--- src/rtl/rc4_key_search_ctrl_pkg.sv ---
`default_nettype none
// ============================================================================
// Module      : rc4_search_pkg
// Description : Shared types and constants for the RC4 key-search sequencer.
//               Holds the sequencer state enum, the phase index constants
//               and the phase one-hot helper.
// Revision    : 1.0 - initial release
// ============================================================================
package rc4_search_pkg;

  // Number of external phase engines run per key.
  localparam int NUM_PHASES = 4;

  // Phase indices; also the value driven on phase_sel.
  localparam logic [1:0] PH_SETUP    = 2'd0;
  localparam logic [1:0] PH_SCRAMBLE = 2'd1;
  localparam logic [1:0] PH_DECODE   = 2'd2;
  localparam logic [1:0] PH_CHECK    = 2'd3;

  typedef enum logic [2:0] {
    IDLE     = 3'd0,
    LOAD     = 3'd1,
    START_PH = 3'd2,
    WAIT_PH  = 3'd3,
    EVAL     = 3'd4,
    NEXT     = 3'd5,
    DONE     = 3'd6
  } state_t;

  // One-hot phase_start pattern for a phase index.
  function automatic logic [NUM_PHASES-1:0] phase_onehot(input logic [1:0] idx);
    logic [NUM_PHASES-1:0] oh;
    oh      = '0;
    oh[idx] = 1'b1;
    return oh;
  endfunction

endpackage
`default_nettype wire

--- src/rtl/rc4_key_search_ctrl_if.sv ---
`default_nettype none
// ============================================================================
// Module      : rc4_key_search_ctrl_if
// Description : Phase-engine handshake between the key-search sequencer
//               (master) and the setup/scramble/decode/check engines (slave).
//   phase_start  : one-hot one-cycle start pulse, master -> engines
//   phase_finish : one-hot finish pulse, engines -> master
//   phase_sel    : active phase index, steers the RAM port muxes
//   valid        : checker verdict, meaningful with phase_finish[3]
// Revision    : 1.0 - initial release
// ============================================================================
interface rc4_key_search_ctrl_if;
  import rc4_search_pkg::*;

  logic [NUM_PHASES-1:0] phase_start;
  logic [NUM_PHASES-1:0] phase_finish;
  logic [1:0]            phase_sel;
  logic                  valid;

  modport master (
    output phase_start,
    output phase_sel,
    input  phase_finish,
    input  valid
  );

  modport slave (
    input  phase_start,
    input  phase_sel,
    output phase_finish,
    output valid
  );

endinterface
`default_nettype wire

--- src/rtl/rc4_key_search_ctrl_stepper.sv ---
`default_nettype none
// ============================================================================
// Module      : rc4_key_stepper
// Description : Key register and tried-key counter for the key search.
//               All range arithmetic is done at KEY_W+1 bits so a key near
//               the top of the KEY_W space never wraps back into range.
// Ports       :
//   clock, reset_n : clock and synchronous active-low reset
//   load           : key <= MIN_KEY+OFFSET, keys_tried <= 0
//   step           : key <= key+STRIDE
//   count          : keys_tried <= keys_tried+1
//   first_oob      : first key of this instance lies beyond MAX_KEY
//   last_key       : key+STRIDE lies beyond MAX_KEY
//   key            : current key
//   keys_tried     : number of keys fully evaluated
// Revision    : 1.0 - initial release
// ============================================================================
module rc4_key_stepper #(
  parameter int unsigned       KEY_W   = 24,
  parameter logic [KEY_W-1:0]  MIN_KEY = '0,
  parameter logic [KEY_W-1:0]  MAX_KEY = KEY_W'(24'h3FFFFF),
  parameter logic [KEY_W-1:0]  OFFSET  = '0,
  parameter logic [KEY_W-1:0]  STRIDE  = KEY_W'(1)
) (
  input  logic             clock,
  input  logic             reset_n,
  input  logic             load,
  input  logic             step,
  input  logic             count,
  output logic             first_oob,
  output logic             last_key,
  output logic [KEY_W-1:0] key,
  output logic [KEY_W-1:0] keys_tried
);

  localparam logic [KEY_W:0]   C_FIRST_EXT = {1'b0, MIN_KEY} + {1'b0, OFFSET};
  localparam logic [KEY_W-1:0] C_FIRST_KEY = C_FIRST_EXT[KEY_W-1:0];
  localparam logic [KEY_W:0]   C_MAX_EXT   = {1'b0, MAX_KEY};

  logic [KEY_W-1:0] r_key;
  logic [KEY_W-1:0] r_tried;
  logic [KEY_W:0]   w_next_ext;

  assign w_next_ext = {1'b0, r_key} + {1'b0, STRIDE};
  assign first_oob  = (C_FIRST_EXT > C_MAX_EXT);
  assign last_key   = (w_next_ext > C_MAX_EXT);

  always_ff @(posedge clock) begin
    if (!reset_n) begin
      r_key   <= C_FIRST_KEY;
      r_tried <= '0;
    end else if (load) begin
      r_key   <= C_FIRST_KEY;
      r_tried <= '0;
    end else begin
      if (step) begin
        r_key <= w_next_ext[KEY_W-1:0];
      end
      if (count) begin
        r_tried <= r_tried + KEY_W'(1);
      end
    end
  end

  assign key        = r_key;
  assign keys_tried = r_tried;

endmodule
`default_nettype wire

--- src/rtl/rc4_key_search_ctrl.sv ---
`default_nettype none
// ============================================================================
// Module      : rc4_key_search_ctrl
// Description : Brute-force RC4 key-search sequencer. Walks keys from
//               MIN_KEY+OFFSET in steps of STRIDE up to MAX_KEY, running the
//               setup, scramble, decode and check engines in order for each
//               key, and reports found / not_found / aborted.
//               Optional macro RC4_KEY_RESUME_EN adds a resume input that
//               continues the search past a found key.
// Ports       :
//   clock, reset_n : clock and synchronous active-low reset
//   start          : one-cycle pulse, begins a search from IDLE or DONE
//   halt           : level abort request
//   resume         : (RC4_KEY_RESUME_EN only) continue after a found key
//   eng            : phase-engine handshake (master side)
//   busy           : search in progress
//   found          : sticky, key is the winning key
//   not_found      : sticky, range exhausted
//   aborted        : sticky, search halted
//   key            : key under test or final key
//   keys_tried     : number of keys fully evaluated
// Revision    : 1.0 - initial release
// ============================================================================
module rc4_key_search_ctrl
  import rc4_search_pkg::*;
#(
  parameter int unsigned       KEY_W   = 24,
  parameter logic [KEY_W-1:0]  MIN_KEY = '0,
  parameter logic [KEY_W-1:0]  MAX_KEY = KEY_W'(24'h3FFFFF),
  parameter logic [KEY_W-1:0]  OFFSET  = '0,
  parameter logic [KEY_W-1:0]  STRIDE  = KEY_W'(1)
) (
  input  logic                   clock,
  input  logic                   reset_n,
  input  logic                   start,
  input  logic                   halt,
`ifdef RC4_KEY_RESUME_EN
  input  logic                   resume,
`endif
  rc4_key_search_ctrl_if.master  eng,
  output logic                   busy,
  output logic                   found,
  output logic                   not_found,
  output logic                   aborted,
  output logic [KEY_W-1:0]       key,
  output logic [KEY_W-1:0]       keys_tried
);

  state_t                r_state;
  state_t                w_state_n;
  logic [1:0]            r_phase_sel;
  logic [1:0]            w_phase_sel_n;
  logic                  r_found;
  logic                  w_found_n;
  logic                  r_not_found;
  logic                  w_not_found_n;
  logic                  r_aborted;
  logic                  w_aborted_n;
  logic                  r_valid_lat;
  logic                  w_valid_lat_n;
  logic [NUM_PHASES-1:0] w_phase_start;
  logic                  w_load;
  logic                  w_step;
  logic                  w_count;
  logic                  w_first_oob;
  logic                  w_last_key;

  rc4_key_stepper #(
    .KEY_W   (KEY_W),
    .MIN_KEY (MIN_KEY),
    .MAX_KEY (MAX_KEY),
    .OFFSET  (OFFSET),
    .STRIDE  (STRIDE)
  ) u_stepper (
    .clock      (clock),
    .reset_n    (reset_n),
    .load       (w_load),
    .step       (w_step),
    .count      (w_count),
    .first_oob  (w_first_oob),
    .last_key   (w_last_key),
    .key        (key),
    .keys_tried (keys_tried)
  );

  always_ff @(posedge clock) begin
    if (!reset_n) begin
      r_state     <= IDLE;
      r_phase_sel <= PH_SETUP;
      r_found     <= 1'b0;
      r_not_found <= 1'b0;
      r_aborted   <= 1'b0;
      r_valid_lat <= 1'b0;
    end else begin
      r_state     <= w_state_n;
      r_phase_sel <= w_phase_sel_n;
      r_found     <= w_found_n;
      r_not_found <= w_not_found_n;
      r_aborted   <= w_aborted_n;
      r_valid_lat <= w_valid_lat_n;
    end
  end

  always_comb begin
    w_state_n     = r_state;
    w_phase_sel_n = r_phase_sel;
    w_found_n     = r_found;
    w_not_found_n = r_not_found;
    w_aborted_n   = r_aborted;
    w_valid_lat_n = r_valid_lat;
    w_phase_start = '0;
    w_load        = 1'b0;
    w_step        = 1'b0;
    w_count       = 1'b0;

    unique case (r_state)
      // Idle states: halt is deliberately not looked at here, so a
      // same-cycle start+halt starts the search and the halt (if still
      // high) is taken from LOAD on the following cycle.
      IDLE, DONE: begin
        if (start) begin
          w_state_n     = LOAD;
          w_found_n     = 1'b0;
          w_not_found_n = 1'b0;
          w_aborted_n   = 1'b0;
          w_load        = 1'b1;
        end
`ifdef RC4_KEY_RESUME_EN
        else if (resume && (r_state == DONE) && r_found) begin
          // Continue past the winning key using the same end-of-range
          // test as EVAL; keys_tried is left untouched.
          w_found_n = 1'b0;
          if (w_last_key) begin
            w_not_found_n = 1'b1;
          end else begin
            w_state_n = NEXT;
          end
        end
`endif
      end

      default: begin
        if (halt) begin
          // Abort wins over any progress this cycle; phase_start stays 0
          // and the stepper receives no load/step/count.
          w_state_n   = DONE;
          w_aborted_n = 1'b1;
        end else begin
          case (r_state)
            LOAD: begin
              if (w_first_oob) begin
                w_state_n     = DONE;
                w_not_found_n = 1'b1;
              end else begin
                w_phase_sel_n = PH_SETUP;
                w_state_n     = START_PH;
              end
            end

            START_PH: begin
              w_phase_start = phase_onehot(r_phase_sel);
              w_state_n     = WAIT_PH;
            end

            WAIT_PH: begin
              // Only the finish bit of the active phase is honoured.
              if (eng.phase_finish[r_phase_sel]) begin
                if (r_phase_sel == PH_CHECK) begin
                  w_valid_lat_n = eng.valid;
                  w_state_n     = EVAL;
                end else begin
                  w_phase_sel_n = r_phase_sel + 2'd1;
                  w_state_n     = START_PH;
                end
              end
            end

            EVAL: begin
              w_count = 1'b1;
              if (r_valid_lat) begin
                w_found_n = 1'b1;
                w_state_n = DONE;
              end else if (w_last_key) begin
                w_not_found_n = 1'b1;
                w_state_n     = DONE;
              end else begin
                w_state_n = NEXT;
              end
            end

            NEXT: begin
              w_step        = 1'b1;
              w_phase_sel_n = PH_SETUP;
              w_state_n     = START_PH;
            end

            default: begin
              w_state_n = r_state;
            end
          endcase
        end
      end
    endcase
  end

  assign eng.phase_start = w_phase_start;
  assign eng.phase_sel   = r_phase_sel;
  assign busy            = (r_state != IDLE) && (r_state != DONE);
  assign found           = r_found;
  assign not_found       = r_not_found;
  assign aborted         = r_aborted;

endmodule
`default_nettype wire
--- src/flat_wrapper.sv ---
// flat-port wrapper written by rule: the top's interface ports become plain ports
module rc4_key_search_ctrl_flat import rc4_search_pkg::*;
#(
  parameter int unsigned       KEY_W   = 24,
  parameter logic [KEY_W-1:0]  MIN_KEY = '0,
  parameter logic [KEY_W-1:0]  MAX_KEY = KEY_W'(24'h3FFFFF),
  parameter logic [KEY_W-1:0]  OFFSET  = '0,
  parameter logic [KEY_W-1:0]  STRIDE  = KEY_W'(1)
)
  (clock, reset_n, start, halt, busy, found, not_found, aborted, key, keys_tried, eng_phase_start, eng_phase_sel, eng_phase_finish, eng_valid);
  rc4_key_search_ctrl_if eng_i ();
  input  logic clock;
  input  logic reset_n;
  input  logic start;
  input  logic halt;
  output logic busy;
  output logic found;
  output logic not_found;
  output logic aborted;
  output logic [KEY_W-1:0] key;
  output logic [KEY_W-1:0] keys_tried;
  output wire logic [$bits(eng_i.phase_start)-1:0] eng_phase_start;
  output wire logic [$bits(eng_i.phase_sel)-1:0] eng_phase_sel;
  input wire logic [$bits(eng_i.phase_finish)-1:0] eng_phase_finish;
  input wire logic [$bits(eng_i.valid)-1:0] eng_valid;
  assign eng_phase_start = eng_i.phase_start;
  assign eng_phase_sel = eng_i.phase_sel;
  assign eng_i.phase_finish = eng_phase_finish;
  assign eng_i.valid = eng_valid;
  rc4_key_search_ctrl #(.KEY_W(KEY_W), .MIN_KEY(MIN_KEY), .MAX_KEY(MAX_KEY), .OFFSET(OFFSET), .STRIDE(STRIDE)) u_core (.clock(clock), .reset_n(reset_n), .start(start), .halt(halt), .eng(eng_i), .busy(busy), .found(found), .not_found(not_found), .aborted(aborted), .key(key), .keys_tried(keys_tried));
endmodule
--- config.mk ---
export PLATFORM = sky130hd
export DESIGN_NAME = rc4_key_search_ctrl_flat
export DESIGN_NICKNAME = d
export VERILOG_FILES = /design/src/rtl/rc4_key_search_ctrl_pkg.sv /design/src/rtl/rc4_key_search_ctrl_if.sv /design/src/rtl/rc4_key_search_ctrl_stepper.sv /design/src/rtl/rc4_key_search_ctrl.sv /design/src/flat_wrapper.sv
export SDC_FILE = /design/constraint.sdc
export NUM_CORES = 1
export LEC_CHECK = 0
export ABC_CLOCK_PERIOD_IN_PS = 3900
export CORE_MARGIN = 1.5
export CORE_UTILIZATION = 49
export DETAILED_ROUTE_END_ITERATION = 10
export GPL_TIMING_DRIVEN = 0
export PLACE_DENSITY = 0.79
export SKIP_LAST_GASP = 1
export SLEW_MARGIN = 15
export SYNTH_ARGS = -nofsm -noshare
export SYNTH_HDL_FRONTEND = slang
export SYNTH_SLANG_ARGS = --single-unit
--- constraint.sdc ---
create_clock -name clock -period 3.9 [get_ports clock]
set_clock_uncertainty 0.1 [all_clocks]
set_input_delay 0.39 -clock clock [delete_from_list [all_inputs] [get_ports clock]]
set_output_delay 0.39 -clock clock [all_outputs]
set_load 0.03 [all_outputs]
# --- Word-level counts from Yosys, hierarchy flattened ---
# Cells that the tools add are included.
word_totals:
  ff_bits: 57
  latch_bits: 0
  ram_bits: 0
  romBits: 0
  inputBits: 9
  wordCells: 88
  memories: 0
classes:
  addsub: 3
  mul: 0
  div_mod_pow: 0
  n_lt_le_gt_ge: 3
  n_eq_ne: 14
  shifts: 0
  mux: 38
  n_bitwise: 3
  n_reduce_logical: 19
op_table:
  columns: ["operator", "count"]
  rows:
  - ["$add A24 B1 Y25 const B", 1]
  - ["$gt A25 B22 Y1 const B", 1]
  - ["$add A24 B1 Y24 const B", 1]
  - ["$mux W1", 22]
  - ["$mux W3", 6]
  - ["$reduce_and A5 Y1", 3]
  - ["$mux W4", 3]
  - ["$pmux W3 S4", 1]
  - ["$reduce_bool A2 Y1", 5]
  - ["$eq A3 B3 Y1 const B", 3]
  - ["$eq A3 B2 Y1 const B", 2]
  - ["$mux W2", 3]
  - ["$ne A2 B2 Y1 const B", 3]
  - ["$reduce_bool A6 Y1", 1]
  - ["$reduce_or A2 Y1", 3]
  - ["$ne A2 B1 Y1 const B", 2]
  - ["$ne A4 B2 Y1 const B", 1]
  - ["$pmux W2 S2", 1]
  - ["$reduce_and A4 Y1", 1]
  - ["$eq A3 B1 Y1 const B", 1]
  - ["$logic_not A3 Y1", 1]
  - ["$lt A2 B3 Y1 const B", 1]
  - ["$ne A3 B3 Y1 const B", 1]
  - ["$not A1 Y1", 3]
  - ["9 further kinds", 10]

# --- Longest topological paths before layout ---
# Gate-level depths: netlist (run 1).
depth:
  word_depth: 7
  depth_mapped: 8
  mapped_depth_nobuf: 7

# --- Hierarchy ---
# A second synthesis (run 1) with hierarchy kept.
unflattened:
  cells_unflattened: 353
  hier_area_um2: 3064.2
modules_own_cells:
  columns: ["mod", "n_inst", "cells_each", "area_per_inst_um2", "seq_area_each_um2"]
  rows:
  - ["rc4_key_stepper", 1, 270, 2326.0, 960.9]
  - ["rc4_key_search_ctrl", 1, 83, 738.2, 180.2]

# --- Worst setup path after synthesis (run 1) ---
# No wires, ideal clock.
synth_path:
  path_type: "register to register"
  from: "reg u_core.u_stepper.r_key[0], in the netlist u_core.u_stepper.key[0]"
  to: "reg u_core.r_state[1]"
  setup_ns: 0.060
  arrival_ns: 2.330
  required_ns: 3.740
  path_slack_ns: 1.410
  path_stages_with_launch: 8
  path_buffers: 0
  period_less_slack_ns: 2.490
  path_cell_list: "dfxtp_1 -> ha_1 -> nand4_2 -> nor4_4 -> xnor2_1 -> or4_4 -> nor4_4 -> a41o_1"
synth_between:
  elab_chain_len: 7
synth_rtl:
  columns: ["item", "line_no", "source"]
  rows:
  - ["from (decl)", "rc4_key_search_ctrl_stepper.sv:40", "logic [KEY_W-1:0] r_key;"]
  - ["from (signal assigned)", "rc4_key_search_ctrl_stepper.sv:57", "r_key <= w_next_ext[KEY_W-1:0];"]
  - ["$add A24 B1 Y25", "rc4_key_search_ctrl_stepper.sv:44", "assign w_next_ext = {1'b0, r_key} + {1'b0, STRIDE};"]
  - ["$gt A25 B22 Y1", "rc4_key_search_ctrl_stepper.sv:46", "assign last_key = (w_next_ext > C_MAX_EXT);"]
  - ["$mux W2", "rc4_key_search_ctrl.sv:183", "end else if (w_last_key) begin"]
  - ["$mux W3", "rc4_key_search_ctrl.sv:180", "if (r_valid_lat) begin"]
  - ["$pmux W3 S4", "rc4_key_search_ctrl.sv:149", "case (r_state)"]
  - ["$mux W3", "rc4_key_search_ctrl.sv:143", "if (halt) begin"]
  - ["$mux W3", "rc4_key_search_ctrl.sv:116", "unique case (r_state)"]
  - ["to (signal assigned)", "rc4_key_search_ctrl.sv:95", "r_state <= w_state_n;"]
  - ["to (decl)", "rc4_key_search_ctrl.sv:49", "state_t r_state;"]
# No other way between the ends.
# A chain may end at the register's enable or synchronous reset.

# --- Worst setup path in the final report (run 1) ---
layout_path:
  from: "reg u_core.r_state[1]"
  to: "out eng_phase_start[0]"
layout_between:
  elab_chain_len: 4
  elab_cells_between_ends: 7
layout_rtl:
  columns: ["item", "line_no", "source"]
  rows:
  - ["$eq A3 B2 Y1", "rc4_key_search_ctrl.sv:149", null]
  - ["$mux W4", "rc4_key_search_ctrl.sv:149", null]
  - ["$mux W4", "rc4_key_search_ctrl.sv:143", null]
  - ["$mux W4 (*)", "rc4_key_search_ctrl.sv:116", null]
  - ["to (decl)", "flat_wrapper.sv:22", "output wire logic [$bits(eng_i.phase_start)-1:0] eng_phase_start;"]
# Mark *: on every way between the ends. The rest lies on a longest branch, timed or not.

==> out/metrics.yaml, run 1 <==
die_area_mm2: 0.00679
p_int_uw: 954
syn_inst: 371
clkPwrFrac: 0.387
holdBufCountCts: 0
io_buffers: 65
design_area_mm2: 0.00401
cp-end-kind: "primary output"
pre_cts_ws_ns: 1.35
powerDensity_mw_per_mm2: 330
dr.pass1.iters: 4
area_growth_syn_to_layout_pct: 29.8
finalHoldViolations: 0
syn_area_mm2: 0.00309
crit_path_max_fanout: 10
detail-route-antenna-nets: 0
drc: 0
grt_usage: 0.230
numCtsBuffers: 9
cp.arrival_ns: 2.32
setup_viol: 0
hp-class: "in -> reg"
synthArstFlopShare: 0
slowest_stage: "clkdlybuf4s50_1"
final.setup.tns_ns: 0
share_comb_of_total_power: 0.148
synth_cell_types: 52
crit_path_max_incr_delay_ns: 0.68
fp.dieH_um: 82.4
syn_nets: 387
status: "finished clean"
sw_frac_of_total: 0.278
clk_pin_slew_worst_paths_ns: 0.06
crit_required_ns: 3.41
htree_levels: 3
fin_crit_ns: 2.81
relSlewSlack: 0.437
crit_type: "reg -> out"
syn_area_per_cell_um2: 8.33
root_buffer: "clkbuf_8"
core_area_mm2: 0.00599
critical_path.startpoint_type: "flop"
synth-edff-count: 0
r2r-end: "u_core.r_state[1]"
insertion_delay_ns: 0.33
ios: 67
finalCritPeriodShare: 0.720
nFillCells: 507
synth_top_flop_cell: "dfxtp_1"
p_sw_uw: 368
final_max_slew_viol_count: 0
drive_gt1_frac: 0.0643
rows: 28
antenna_cells: 0
crit_start: "u_core.r_state[1]"
cts_tree: "done"
peakVddDrop_mv: 0.228
rsz0062_at_grt: "no"
p_leak_uw: 0.00136
grt_max_degree: 11
chipWidth_um: 82.4
clock_path_buffers: 2
seq_area_frac_synth: 0.369
antenna_found_initial: 0
grt_first_pass_wirelength_um: 11900
holdPathEnd: "u_core.aborted"
layout.nets: 463
ys_warn_count: 0
vias_per_cell: 5.55
worstReg2RegStart: "u_core.u_stepper.key[0]"
place_hpwl_um: 5360
drtIter0Drc: 198
routed_wl_um: 7390
setup_slack_ns: 1.09
ff2ff_setup_slack_ns: 1.33
hold_path_depth: 3
overflow: 0
place_area_mm2: 0.00383
max_freq_mhz: 356
ys_seq_elements: 57
maxCapViolCount: 0
grt_pass1_vias: 2615
worstMarginPinSlew_ns: 0.836
cp_cell_sequence: "clkbuf_1, nand2_1, nor2_1, and2_1, clkdlybuf4s50_1"
cts_resized: 0
place_congestion: 0.910
r2r.worst_path.cells: 7
cts.sinks: 57
postCtsSetupBuffers: 0
wl_per_cell_um: 14.0
hold_start: "halt"
start_util: 0.516
vias: 2919
p_seq_frac: 0.464
[per-stage QoR]
stage / util / std cells / power [uW] / hold slack [ns]
finish: 0.670 / 526 / 1320 / 0.361
global route: 0.670 / 526 / 1390 / 0.370
CTS: 0.670 / 526 / 1330 / 0.339
detailed placement: 0.640 / 511 / 818 / 0.394
global placement: 0.640 / 511 / 817 / 0.375
floorplan: - / 371 / 753 / 0.428
[worst max-delay path: cells and delay by family (launching register included)]
family        cells  cell delay (ns)
flops             1             0.45
simple gates      3             0.48
buf+inv           2             1.07
[cell type report]
| type | instances | area [um2] | area share |
|---|---|---|---|
| repair buffers | 65 | 651 | 0.162 |
| flip-flops and latches | 57 | 1140 | 0.284 |
| multi-input cells | 285 | 1810 | 0.452 |
| clock buffers | 11 | 131 | 0.0328 |
| plain buffers | 22 | 111 | 0.0278 |
| clock inverters | 4 | 45.0 | 0.0112 |
| well taps | 75 | 93.8 | 0.0234 |
| inverters | 7 | 26.3 | 0.00655 |
[metal layers]
metal | GRT usage | vias to the layer above | wire, um
li1 | - | 1442 | -
met2 | 0.367 | 81 | 3540
met4 | 0.0678 | 0 | 30
met1 | 0.299 | 1392 | 3390
met5 | 0 | - | 0
met3 | 0.0659 | 4 | 425
[cell usage after synthesis, drive strengths merged, types with 3 or more instances]
library cell / n / area [um2]
clkbuf: 18 / 78.8
nor4b: 3 / 41.3
and2: 8 / 50.1
or3: 7 / 43.8
xnor2: 23 / 201
nor2b: 4 / 25.0
nand3: 24 / 125
and3: 7 / 43.8
and4: 5 / 45.0
ha: 7 / 87.6
dfxtp: 57 / 1140
o21ai: 15 / 75.1
a21oi: 14 / 70.1
nand2: 25 / 93.8
nand4: 17 / 113
inv: 7 / 26.3
nor2: 58 / 218
buf: 4 / 32.5
xor2: 24 / 210
nor3: 9 / 45.0
mux2i: 4 / 40.0
nor4: 5 / 61.3
[power groups by stage]
stage                     Clock [uW]  Combinational, uW  Sequential, uW
after global routing             555                216             616
after floorplan                    0                121             632
after CTS                        525                196             613
after detailed placement           0                192             625
after global placement             0                191             626
final                            512                196             614
[sequential cells by signal, indices dropped and copies added (netlist names)]
name,count
u_core.u_stepper.key,24
u_core.u_stepper.keys_tried,24
u_core.r_state,3
u_core.eng.phase_sel,2
u_core.aborted,1
u_core.found,1
u_core.not_found,1
u_core.r_valid_lat,1
[cell usage in the layout, fill, tap and decap left out, types with 9 or more instances in the layout]
cell type,count
dfxtp_1,57
clkdlybuf4s50_1,65
clkbuf_8,10
nor3_1,9
clkbuf_1,18
a21oi_1,14
nand3_1,23
xor2_1,24
nand4_1,16
xnor2_1,23
nand2_1,25
nor2_1,58
o21ai_0,13
[logic make-up after synthesis]
kind of cell,Yosys count,synth area share
xor gates and xnor gates,47,0.133
muxes,5,0.0202
adders and majority gates,7,0.0283
DFF,57,0.369
buffers and inverters,29,0.0445
and+or+nand+nor,182,0.319
AOI/OAI and AO/OA,44,0.0854
[worst max path at each step]
stage / to / slack [ns] / cells past startpoint
floorplan: u_core.r_state[1] / 1.41 / 7
global placement: u_core.r_state[1] / 1.38 / 7
detailed placement: u_core.r_state[1] / 1.35 / 7
CTS: eng_phase_start[0] / 1.07 / 5
global route: eng_phase_start[0] / 0.93 / 5
finish: eng_phase_start[0] / 1.09 / 5
No activity file was read; power rests on OpenSTA's default activity.
==> inputs of run 2 (changes only) <==
- ABC_CLOCK_PERIOD_IN_PS: 3900 -> 2400
- CORE_UTILIZATION: 49 -> 46
- PLACE_DENSITY: 0.79 -> 0.77
- clock period: 3.9 -> 2.4 ns (I/O delays scaled with it)
==> run 2 against run 1 <==
The flow now finishes with violations (design-rule violations). Final cell count up 1.3%. Via count up 2.3%. Worst hold slack worse by 0.16 ns. Worst setup slack worse by 1.1 ns. Sequential power up 62%. Core utilization down 2.6 points. Combinational power up 62%. Largest power group unchanged.
==> out/metrics.yaml, run 2 (synthesis gave the netlist of run 1 again) <==
antenna_found_initial: 0
r2r.worst_path.cells: 8
violations: "design-rule violations"
place_congestion: 0.894
layout.nets: 467
overflow: 0
final_common_cell: "clkdlybuf4s50_1"
final_max_slew_viol_count: 0
slowest_stage: "or4_4"
grt_first_pass_wirelength_um: 12600
hp-class: "in -> reg"
cp.arrival_ns: 2.55
die_area_mm2: 0.00722
worstReg2RegStart: "u_core.u_stepper.key[1]"
insertion_delay_ns: 0.34
vias_per_cell: 5.60
crit_required_ns: 2.58
multiInputGateArea_mm2: 0.00187
nFillCells: 553
drc: 4
start_util: 0.481
design_area_mm2: 0.00413
wl_per_cell_um: 14.5
p_int_uw: 1510
crit_start: "u_core.u_stepper.key[1]"
max_freq_mhz: 423
rows: 29
relSlewSlack: 0.627
ios: 67
numCtsBuffers: 9
vias: 2987
htree_levels: 3
clkPwrFrac: 0.388
holdWs_ns: 0.202
final_cell_mix: "clkdlybuf4s50_1, nor2_1, dfxtp_1"
grt_usage: 0.215
io_buffers: 65
detail-route-antenna-nets: 0
reg.largest.list: "u_core.u_stepper.key: 24 flops, u_core.u_stepper.keys_tried: 24 flops, u_core.r_state: 3 flops"
place_hpwl_um: 5420
sw_frac_of_total: 0.296
seqCellArea_mm2: 0.00116
fin_crit_ns: 2.37
critical_path.startpoint_type: "flop"
crit_path_max_incr_delay_ns: 0.57
antenna_cells: 0
p_leak_uw: 0.00142
cp-end-kind: "flop"
clk_pin_slew_worst_paths_ns: 0.06
hold_start: "halt"
powerDensity_mw_per_mm2: 518
place_area_mm2: 0.00384
status: "complete, but fails checks"
finalHoldViolations: 0
worstMarginPinSlew_ns: 0.555
holdBufCountCts: 0
root_buffer: "clkbuf_8"
rsz0062_at_grt: "yes"
grt_pass1_vias: 2721
maxCapViolCount: 0
routed_wl_um: 7710
dr.pass1.iters: 10
cts.sinks: 57
cp_cell_sequence: "ha_4, nand4_4, buf_4, nor2_4, xnor2_1, or4_4, nor4_4, a41o_1"
clock_path_buffers: 2
finalCritPeriodShare: 0.986
crit_type: "reg -> reg"
grt_max_degree: 11
share_comb_of_total_power: 0.149
drtIter0Drc: 181
crit_path_max_fanout: 6
p_sw_uw: 634
peakVddDrop_mv: 0.434
hold_path_depth: 3
fp.dieH_um: 85.0
area_growth_syn_to_layout_pct: 33.8
chipWidth_um: 85.0
drive_gt1_frac: 0.127
cts_tree: "done"
setup_viol: 0
core_area_mm2: 0.00642
final_util: 0.644
p_seq_frac: 0.464
==> run 2: cell type report <==
type                    instances  share of cell area
clock inverters                 4             0.00666
repair buffers                 71               0.167
clock buffers                  12              0.0375
plain buffers                  20              0.0263
multi-input cells             285               0.452
flip-flops and latches         57               0.281
well taps                      77              0.0233
inverters                       7             0.00636
==> run 2: power groups by stage <==
stage | Clock (uW) | Combinational, uW | Sequential, uW
floorplan | 0 | 197 | 1030
global placement | 0 | 309 | 1020
detailed placement | 0 | 313 | 1020
CTS | 848 | 309 | 995
global route | 885 | 348 | 997
finish | 831 | 318 | 994
==> run 2: path summary, 6_finish.rpt <==
check / slack [ns] / end
max: 0.03 / u_core.r_state[1]
min: 0.20 / u_core.aborted
max reg2reg: 0.03 / u_core.r_state[1]
min reg2reg: 0.38 / u_core.aborted
==> run 2: per-stage QoR <==
stage                     setup TNS, ns  setup slack (ns)  instances  total power (uW)
final                                 0            0.0346        533              2140
after CTS                             0           0.00327        528              2150
after floorplan                       0            0.0270        371              1220
after global placement          -0.0199           -0.0199        513              1330
after detailed placement         -0.153           -0.0723        513              1330
after global routing             -0.107           -0.0490        533              2230
==> run 2: critical path, delay by kind of cell, from the launching register on <==
| family | cells | cell delay (ns) |
|---|---|---|
| buf+inv | 1 | 0.18 |
| xor+xnor | 1 | 0.09 |
| flops | 1 | 0.41 |
| simple gates | 4 | 1.14 |
| fa+ha+maj | 1 | 0.18 |
| compound gates | 1 | 0.21 |
==> run 2: per-layer routing <==
layer / global-route usage / share of wire
met3: 0.0409 / 0.052
met2: 0.350 / 0.49
met5: 0 / 0
met1: 0.277 / 0.43
met4: 0.0984 / 0.024
==> run 2: what timing repair did <==
| item | CTS | global route |
|---|---|---|
| buffers inserted | 0 | 6 |
| hold endpoints to repair | 0 | 0 |
| setup endpoints to repair | 8 | 52 |
| resized for setup | 8 | 26 |
| pin swaps | 1 | 10 |
==> inputs of run 3 (changes only) <==
- CTS_CLUSTER_SIZE: not set -> 25
==> results of run 3 <==
No change in the layout: final DEF, timing and power equal those of run 2.
